`src/rtl/mist_frame_pkg.sv`:
```
// rtl/mist_frame_pkg.sv - shared types and constants for the frame tracker
package mist_frame_pkg;

    localparam int FRAME_W = 32;
    localparam logic [FRAME_W-1:0] FRAME_MAX = '1;

    typedef enum logic [1:0] {
        ST_WAIT_DL = 2'd0,
        ST_COUNT   = 2'd1,
        ST_DUMP    = 2'd2,
        ST_DONE    = 2'd3
    } state_t;

    // Frame counter increment that sticks at the top value instead of wrapping.
    function automatic logic [FRAME_W-1:0] sat_inc(input logic [FRAME_W-1:0] v);
        return (v == FRAME_MAX) ? v : v + FRAME_W'(1);
    endfunction

endpackage

```
`src/rtl/mist_sync_edge.sv`:
```
// rtl/mist_sync_edge.sv - two-flop synchroniser with edge detection
module mist_sync_edge #(
    parameter logic RESET_VAL = 1'b0
) (
    input  logic clk,
    input  logic rst,
    input  logic din,
    output logic level,
    output logic rise,
    output logic fall
);

    logic meta;
    logic sync_q;
    logic hist_q;

    // Two synchroniser stages plus one history stage for edge detection.
    always_ff @(posedge clk or posedge rst) begin
        if (rst) begin
            meta   <= RESET_VAL;
            sync_q <= RESET_VAL;
            hist_q <= RESET_VAL;
        end else begin
            meta   <= din;
            sync_q <= meta;
            hist_q <= sync_q;
        end
    end

    assign level = sync_q;
    assign rise  = ~hist_q & sync_q;
    assign fall  = hist_q & ~sync_q;

endmodule

```
`src/rtl/mist_frame_tracker.sv`:
```
// rtl/mist_frame_tracker.sv - frame counter and dump-window control
module mist_frame_tracker
    import mist_frame_pkg::*;
#(
    parameter bit          WAIT_DL    = 1'b1,
    parameter int unsigned DUMP_START = 0,
    parameter int unsigned DUMP_LEN   = 0,
    parameter int unsigned MAX_FRAMES = 0
) (
    input  logic               clk,
    input  logic               rst,
    input  logic               vs,
    input  logic               downloading,
    output logic [FRAME_W-1:0] frame_cnt,
    output logic               vs_fall,
    output logic               dump_en,
    output logic               dump_start,
    output logic               dump_stop,
    output logic               sim_done,
    output logic               finished
);

    localparam logic [FRAME_W-1:0] START_V = FRAME_W'(DUMP_START);
    localparam logic [FRAME_W-1:0] LEN_V   = FRAME_W'(DUMP_LEN);
    localparam logic [FRAME_W-1:0] MAX_V   = FRAME_W'(MAX_FRAMES);
    localparam state_t             INIT_ST = WAIT_DL ? ST_WAIT_DL : ST_COUNT;

    logic vs_level, vs_rise, vs_edge;
    logic dl_level, dl_rise, dl_end;
    logic unused_sync;

    state_t             state, state_n;
    logic [FRAME_W-1:0] win, win_n;
    logic [FRAME_W-1:0] cnt_n;
    logic               fall_n, en_n, start_n, stop_n, done_n, fin_n;

    // vs idles high, so its synchroniser resets to 1 to avoid a false edge.
    mist_sync_edge #(.RESET_VAL(1'b1)) u_vs_sync (
        .clk   (clk),
        .rst   (rst),
        .din   (vs),
        .level (vs_level),
        .rise  (vs_rise),
        .fall  (vs_edge)
    );

    mist_sync_edge #(.RESET_VAL(1'b0)) u_dl_sync (
        .clk   (clk),
        .rst   (rst),
        .din   (downloading),
        .level (dl_level),
        .rise  (dl_rise),
        .fall  (dl_end)
    );

    assign unused_sync = &{1'b0, vs_level, vs_rise, dl_level};

    // Next-state and next-output logic; every event is tested with a plain
    // if so an unknown edge falls through to "no event" and never reaches
    // frame_cnt.
    always_comb begin
        state_n = state;
        win_n   = win;
        cnt_n   = frame_cnt;
        fall_n  = 1'b0;
        en_n    = dump_en;
        start_n = 1'b0;
        stop_n  = 1'b0;
        done_n  = 1'b0;
        fin_n   = finished;
        case (state)
            ST_WAIT_DL: begin
                if (dl_end) begin
                    state_n = ST_COUNT;
                    cnt_n   = '0;
                end
            end
            ST_COUNT, ST_DUMP: begin
                if (dl_rise) begin
                    // A new download invalidates the run: close the window
                    // and hold the count until the download finishes.
                    state_n = ST_WAIT_DL;
                    en_n    = 1'b0;
                    stop_n  = dump_en;
                end else if (vs_edge) begin
                    fall_n = 1'b1;
                    cnt_n  = sat_inc(frame_cnt);
                    if ((MAX_V != '0) && (cnt_n == MAX_V)) begin
                        state_n = ST_DONE;
                        done_n  = 1'b1;
                        fin_n   = 1'b1;
                        en_n    = 1'b0;
                        stop_n  = dump_en;
                    end else if (state == ST_COUNT) begin
                        if (frame_cnt == START_V) begin
                            start_n = 1'b1;
                            win_n   = '0;
                            if (LEN_V == FRAME_W'(1)) begin
                                stop_n = 1'b1;
                            end else begin
                                en_n    = 1'b1;
                                state_n = ST_DUMP;
                            end
                        end
                    end else if ((LEN_V != '0) && (win == LEN_V - FRAME_W'(1))) begin
                        stop_n  = 1'b1;
                        en_n    = 1'b0;
                        state_n = ST_COUNT;
                    end else begin
                        win_n = win + FRAME_W'(1);
                    end
                end
            end
            ST_DONE: begin
                en_n = 1'b0;
            end
            default: begin
                state_n = INIT_ST;
            end
        endcase
    end

    // State, counters and registered outputs.
    always_ff @(posedge clk or posedge rst) begin
        if (rst) begin
            state      <= INIT_ST;
            win        <= '0;
            frame_cnt  <= '0;
            vs_fall    <= 1'b0;
            dump_en    <= 1'b0;
            dump_start <= 1'b0;
            dump_stop  <= 1'b0;
            sim_done   <= 1'b0;
            finished   <= 1'b0;
        end else begin
            state      <= state_n;
            win        <= win_n;
            frame_cnt  <= cnt_n;
            vs_fall    <= fall_n;
            dump_en    <= en_n;
            dump_start <= start_n;
            dump_stop  <= stop_n;
            sim_done   <= done_n;
            finished   <= fin_n;
        end
    end

endmodule

```
`config.mk`:
```
export PLATFORM = sky130hd
export DESIGN_NAME = mist_frame_tracker
export DESIGN_NICKNAME = d
export VERILOG_FILES = /design/src/rtl/mist_frame_pkg.sv /design/src/rtl/mist_sync_edge.sv /design/src/rtl/mist_frame_tracker.sv
export SDC_FILE = /design/constraint.sdc
export NUM_CORES = 1
export LEC_CHECK = 0
export CAP_MARGIN = 20
export CORE_UTILIZATION = 53
export DETAILED_ROUTE_END_ITERATION = 8
export PLACE_DENSITY = 0.89
export SKIP_CTS_REPAIR_TIMING = 1
export SKIP_LAST_GASP = 1
export SLEW_MARGIN = 0
export SYNTH_ARGS = -nofsm -noshare
export SYNTH_HDL_FRONTEND = slang
export SYNTH_SLANG_ARGS = --single-unit
```
`constraint.sdc`:
```
create_clock -name clk -period 3.3 [get_ports clk]
set_clock_uncertainty 0.1 [all_clocks]
set_input_delay 0.66 -clock clk [delete_from_list [all_inputs] [get_ports clk]]
set_output_delay 0.66 -clock clk [all_outputs]
set_load 0.02 [all_outputs]
```
==> impl_results.md, run 1 <==
- Status: complete, no violations
- Number of global-route vias before repair: 2232
- Clock latency on the worst-skew pair: 0.31 ns
- Area growth from synthesis to final layout: 21.0%
- CTS tree: built
- Worst hold margin: 0.252 ns
- Detailed placement HPWL: 4.28 mm
- Avg Inst Size Synth: 9.27 µm²
- DRC: 0
- Count of final hold-check violations: 0
- IO Pins: 42
- Syn Std Cell Area: 0.00258 mm²
- Antenna violations before repair: 0
- Global-route wire length before repair: 10.5 mm
- Largest net degree at the start of global routing: 30
- Crit path depth: 6
- Clock root cell: clkbuf_8
- Crit path max-delay family: simple AND/OR/NAND/NOR gates
- Grt ovf: 0
- Final GP Congestion: 0.912
- Worst path max stage delay: 0.65 ns
- Critical path type: reg -> reg
- Num CTS Buffers: 5
- Max-cap violations: 0
- Final std cells w/o fill: 371
- Crit path max-delay cell type: and4b_2
- Core Area: 0.00469 mm²
- PD cells: 458 mW/mm²
- Clock Path Buffers: 2
- Cells on worst reg2reg path: 6
- Worst Setup Start Kind: flop
- Antenna diodes: 0
- Crit path buffers/inverters: 0
- Layout cells sized above 1: 8.83%
- Number of enable flip-flop cells after synthesis: 0
- Vias after detailed routing: 2461
- YS warnings: 0
- Drt wl/cell: 16.9 µm
- Tightest Pin Transition: 0.859 ns
- Worst slew margin: 42.4%
- Die H: 71.8 µm
- Synth Register Bits: 44
- Yosys top cell by area: dfrtp_1
- Syn Inst Count: 279
- Data required, critical path: 3.40 ns
- Final antenna-violating net count: 0
- CP cell instances: ha_1 > nand4_2 > or4_4 > and4b_2 > nor3_1 > mux2_2
- Iter 0 DRT Violations: 235
- Crit. End Element: flop
- Register area share after synthesis: 42.7%
- Drt total wl: 6.26 mm
- Top FF cell, synth: dfrtp_1
- Period Utilization, post-route: 82.7%
- Vias per cell: 6.63
- CTS H-Tree Depth: 2
- Worst-path fanout max: 29
- Hold path depth: 0
- Setup-failing EPs final: 0
- Clock slew at reported path FFs: 0.09 ns
- Die Wd: 71.8 µm
- Overall power: 1430 µW
- Post-synth top area share: 39.7%
- NumNets Final: 326
- FFs w/ async S/R, synth: 100%
- Initial core utilization: 55.1%
- Final Util: 66.6%
- RSZ-0062 raised after global routing: no
- Post-Place Cells: 363
- Pleak: 0.00121 µW
- First-pass detailed-route iteration total: 4
- Netlist cell types: 52
- Die area: 0.00516 mm²
- Crit path DAT: 2.83 ns
- Tot GR Track Use: 25.7%
- IO Port Bufs: 39
- Setup TNS: 0 ns
- Maximum vdd drop: 0.360 mV
- FP Rows: 25
- Clk sinks: 44
- Worst Hold Class: reg -> reg
- Slew Limit Fails: 0
- Crit path time final: 2.73 ns
- Synth top area cells: dfrtp_1 (40%), or4_1 (5.8%), o31ai_1 (5.5%), a21oi_1 (4.6%), nand3_1 (3.5%)
- Max frequency: 366 MHz
-- kinds of logic after synthesis --
family,count (synthesis),synth area share [%]
flip-flops,44,42.7
other,1,0.145
adder cells (fa/ha/maj),7,3.29
buffers and inverters,28,5.03
AO/OA/AOI/OAI,66,16.8
multiplexers,6,2.37
AND/OR/NAND/NOR,127,29.6
-- layer usage --
layer,up-vias,track usage (%),share of wire [%]
met4,0,12.2,2.0
met1,1192,35.7,42
met2,107,39.5,48
met5,-,0,0
li1,1148,-,-
met3,14,4.22,7.8
-- worst paths after layout --
check	from	end	slack (ns)
min	u_dl_sync.meta$_DFF_PP0_	u_dl_sync.level$_DFF_PP0_	0.25
min reg2reg	u_dl_sync.meta$_DFF_PP0_	u_dl_sync.level$_DFF_PP0_	0.25
max in group asynchronous	rst	u_vs_sync.hist_q$_DFF_PP1_	1.70
max reg2reg	frame_cnt[0]$_DFFE_PP0P_	frame_cnt[21]$_DFFE_PP0P_	0.57
max	frame_cnt[0]$_DFFE_PP0P_	frame_cnt[21]$_DFFE_PP0P_	0.57
min in group asynchronous	rst	frame_cnt[10]$_DFFE_PP0P_	0.63
-- through the flow --
stage	worst slack (ns)	area, µm²
2_1_floorplan	0.702	2590
3_3_place_gp	0.682	3040
3_5_place_dp	0.602	3040
4_1_cts	0.589	3130
5_1_grt	0.437	3130
6_report	0.571	3130
-- final cells by class --
cell class              count  area (µm²)
clock buffers               6        72.6
clock inverters             2        16.3
fillers                   365        1570
inverters                  11        41.3
multi-input cells         208        1370
flip-flops and latches     44        1100
well taps                  54        67.6
repair buffers             46         455
-- power breakdown --
group          switching, µW  internal (µW)  total, µW  leakage [µW]
sequential              57.1            582        639      0.000585
clock                    196            151        347     0.0000414
combinational            267            178        444      0.000585
total                    520            911       1430       0.00121
-- sequential cells by signal (all words and copies together), names as in the netlist --
signal,cells
frame_cnt,32
state,2
dump_en,1
dump_start,1
dump_stop,1
u_dl_sync.hist_q,1
u_dl_sync.level,1
u_dl_sync.meta,1
u_vs_sync.hist_q,1
u_vs_sync.level,1
u_vs_sync.meta,1
vs_fall,1
-- cells in the mapped netlist, types with 3 or more instances --
| master | n |
|---|---|
| clkbuf_1 | 11 |
| nand3_1 | 18 |
| mux2i_1 | 5 |
| nor4_1 | 12 |
| o21ai_0 | 5 |
| inv_1 | 11 |
| ha_1 | 6 |
| nand2_1 | 19 |
| or4_1 | 20 |
| a21oi_1 | 24 |
| nand4_1 | 9 |
| o31ai_1 | 19 |
| nor2_1 | 12 |
| and3_1 | 5 |
| dfstp_2 | 3 |
| dfrtp_1 | 41 |
| o211ai_1 | 3 |
| nand4b_1 | 3 |
| nor3_1 | 6 |
| nand2b_1 | 7 |
-- placed cells by master (no fill, tap or decap), types with 3 or more instances in the layout --
cell type	netlist	routed
dfrtp_1	41	41
clkdlybuf4s50_1	0	39
a21oi_1	24	24
or4_1	20	20
nand2_1	19	19
o31ai_1	19	19
nand3_1	18	18
nor2_1	12	12
nor4_1	12	12
inv_1	11	10
nand4_1	9	9
nand2b_1	7	7
nor3_1	6	6
ha_1	6	6
buf_4	2	6
and3_1	5	5
mux2i_1	5	5
o21ai_0	5	5
clkbuf_8	0	5
o211ai_1	3	3
nand4b_1	3	3
dfstp_2	3	3
Power figures use the tool's default switching activity.
==> run 2, diff against run 1 <==
- clock period: 3.3 -> 2.6 ns (I/O delays scaled with it)
==> impl_results.md, run 2 (synthesis gave the netlist of run 1 again) <==
- Status: complete, no violations (unchanged)
- Initial core utilization: 55.1% (unchanged)
- FP Rows: 25 (unchanged)
- GR peak layer: met2 (unchanged)
- Max FFs per register: 32 (unchanged)
- Tightest Pin Transition: 0.711 ns (was 0.859 ns)
- Clk sinks: 44 (unchanged)
- Register share of total power: 43.2% (was 44.7%)
- Largest regs: frame_cnt: 32 flops, state: 2 flops (unchanged)
- Largest net degree at the start of global routing: 52 (was 30)
- CTS H-Tree Depth: 2 (unchanged)
- Drt total wl: 6.51 mm (was 6.26 mm)
- Number of global-route vias before repair: 2258 (was 2232)
- P_sw: 655 µW (was 520 µW)
- Biggest register: frame_cnt (unchanged)
- Final GP Congestion: 0.905 (was 0.912)
- Clock slew at reported path FFs: 0.08 ns (was 0.09 ns)
- Crit path max-delay cell type: or4_4 (was and4b_2)
- Clock latency on the worst-skew pair: 0.31 ns (about the same)
- Vias per cell: 6.64 (was 6.63)
- Post-Place Cells: 368 (was 363)
- GR Layer Usage met3: 3.80% (was 4.22%)
- Die H: 71.8 µm (unchanged)
- Crit path DAT: 2.61 ns (was 2.83 ns)
- Clock root cell: clkbuf_8 (unchanged)
- Clock share of power: 23.3% (was 24.3%)
- Data required, critical path: 2.73 ns (was 3.40 ns)
- Setup TNS: 0 ns (unchanged)
- M2 GR Usage: 45.0% (was 39.5%)
- Fin area: 0.00317 mm² (was 0.00313 mm²)
- Drt wl/cell: 17.3 µm (was 16.9 µm)
- Slew Limit Fails: 0 (unchanged)
- Num CTS Buffers: 5 (unchanged)
- Antenna violations before repair: 0 (unchanged)
- Antenna diodes: 0 (unchanged)
- Count of final hold-check violations: 0 (unchanged)
- Worst Setup Start Kind: flop (unchanged)
- Crit path max-delay family: simple AND/OR/NAND/NOR gates (unchanged)
- Sw Ratio: 35.9% (was 36.3%)
- NumNets Final: 331 (was 326)
- Crit. End Element: flop (unchanged)
- DRC: 0 (unchanged)
- Final std cells w/o fill: 376 (was 371)
- Crit path buffers/inverters: 0 (unchanged)
- Final antenna-violating net count: 0 (unchanged)
- Worst Hold Class: reg -> reg (unchanged)
- Worst path max stage delay: 0.62 ns (was 0.65 ns)
- Maximum vdd drop: 0.331 mV (was 0.360 mV)
- Pleak: 0.00124 µW (was 0.00121 µW)
- Place WS: 0.145 ns (was 0.602 ns)
- CTS tree: built (unchanged)
- Comb power frac: 33.5% (was 31.1%)
- Internal power: 1170 µW (was 911 µW)
- Max-cap violations: 0 (unchanged)
- Tot GR Track Use: 27.3% (was 25.7%)
- IO Port Bufs: 39 (unchanged)
- Critical path type: reg -> reg (unchanged)
- Clock Path Buffers: 2 (unchanged)
- Most common library cell in the layout ignoring fill and taps: dfrtp_1 (unchanged)
- GR Util met1: 36.4% (was 35.7%)
- RSZ-0062 raised after global routing: no (unchanged)
- Detailed placement HPWL: 4.52 mm (was 4.28 mm)
- Vias after detailed routing: 2495 (was 2461)
- Period Utilization, post-route: 95.5% (was 82.7%)
- Worst slew margin: 52.3% (was 42.4%)
- Grt ovf: 0 (unchanged)
- Die area: 0.00516 mm² (unchanged)
- Layout cells sized above 1: 10.2% (was 8.83%)
- Worst-path fanout max: 11 (was 29)
- Area growth from synthesis to final layout: 22.7% (was 21.0%)
- Core Area: 0.00469 mm² (unchanged)
- PD cells: 575 mW/mm² (was 458 mW/mm²)
- IO Pins: 42 (unchanged)
- Most frequent cells in the layout: dfrtp_1 (41), clkdlybuf4s50_1 (39), a21oi_1 (24) (unchanged)
- First-pass detailed-route iteration total: 7 (was 4)
- Crit path time final: 2.48 ns (was 2.73 ns)
- Post-DP Area: 0.00309 mm² (was 0.00304 mm²)
- Setup ws final: 0.117 ns (was 0.571 ns)
- CP cell instances: ha_1 > nand4_2 > or4_4 > nand2b_4 > or4_1 > a21oi_1 (was ha_1 > nand4_2 > or4_4 > and4b_2 > nor3_1 > mux2_2)
- Setup-failing EPs final: 0 (unchanged)
- Die Wd: 71.8 µm (unchanged)
- Iter 0 DRT Violations: 275 (was 235)
- Max frequency: 403 MHz (was 366 MHz)
- Global-route wire length before repair: 10.9 mm (was 10.5 mm)
run 2: cell count changes in the layout (fill, tap and decap cells not counted), sizes merged:
cell | previous run | this run
buf | 7 | 12
run 2: through the flow:
step           hold WS [ns]  util (%)  power [µW]
2_1_floorplan         0.231         -        1160
3_3_place_gp          0.236      65.8        1380
3_5_place_dp          0.243      65.8        1410
4_1_cts               0.262      67.6        1820
5_1_grt               0.270      67.6        1920
6_report              0.255      67.6        1830
run 2: worst reg2reg max path, cell delays in order (launching register included):
cell and delay (ns):
dfrtp_1 0.42, ha_1 0.26, nand4_2 0.17, or4_4 0.62, nand2b_4 0.21, or4_1 0.48, a21oi_1 0.16
run 2: path summary, 6_finish.rpt:
kind                                           from                          to  slack [ns]  depth (start not counted)
min in group asynchronous                       rst   frame_cnt[13]$_DFFE_PP0P_        0.44                          2
hold / removal             u_dl_sync.meta$_DFF_PP0_   u_dl_sync.level$_DFF_PP0_        0.26                          0
max in group asynchronous                       rst  u_vs_sync.hist_q$_DFF_PP1_        1.35                          3
setup reg to reg           frame_cnt[1]$_DFFE_PP0P_   frame_cnt[28]$_DFFE_PP0P_        0.12                          6
setup / recovery           frame_cnt[1]$_DFFE_PP0P_   frame_cnt[28]$_DFFE_PP0P_        0.12                          6
hold reg to reg            u_dl_sync.meta$_DFF_PP0_   u_dl_sync.level$_DFF_PP0_        0.26                          0
run 2: cell type report:
class | instances | area, µm²
inverters | 11 | 41.3
repair buffers | 51 | 505
clock inverters | 2 | 12.5
multi-input cells | 208 | 1370
flip-flops and latches | 44 | 1100
fillers | 373 | 1520
clock buffers | 6 | 72.6
well taps | 54 | 67.6
run 2: power by group through the flow:
| stage | registers, µW | logic, µW | clock network, µW |
|---|---|---|---|
| detailed placement | 801 | 606 | 0 |
| global route | 794 | 676 | 454 |
| global placement | 796 | 582 | 0 |
| floorplan | 854 | 310 | 0 |
| CTS | 788 | 607 | 427 |
| finish | 789 | 611 | 425 |
run 2: per-layer routing:
layer	routed length, µm	up-vias	share of wire, %
met4	144	0	2.2
met2	3120	115	48
met3	408	17	6.3
li1	-	1158	-
met1	2850	1205	44
met5	0	-	0
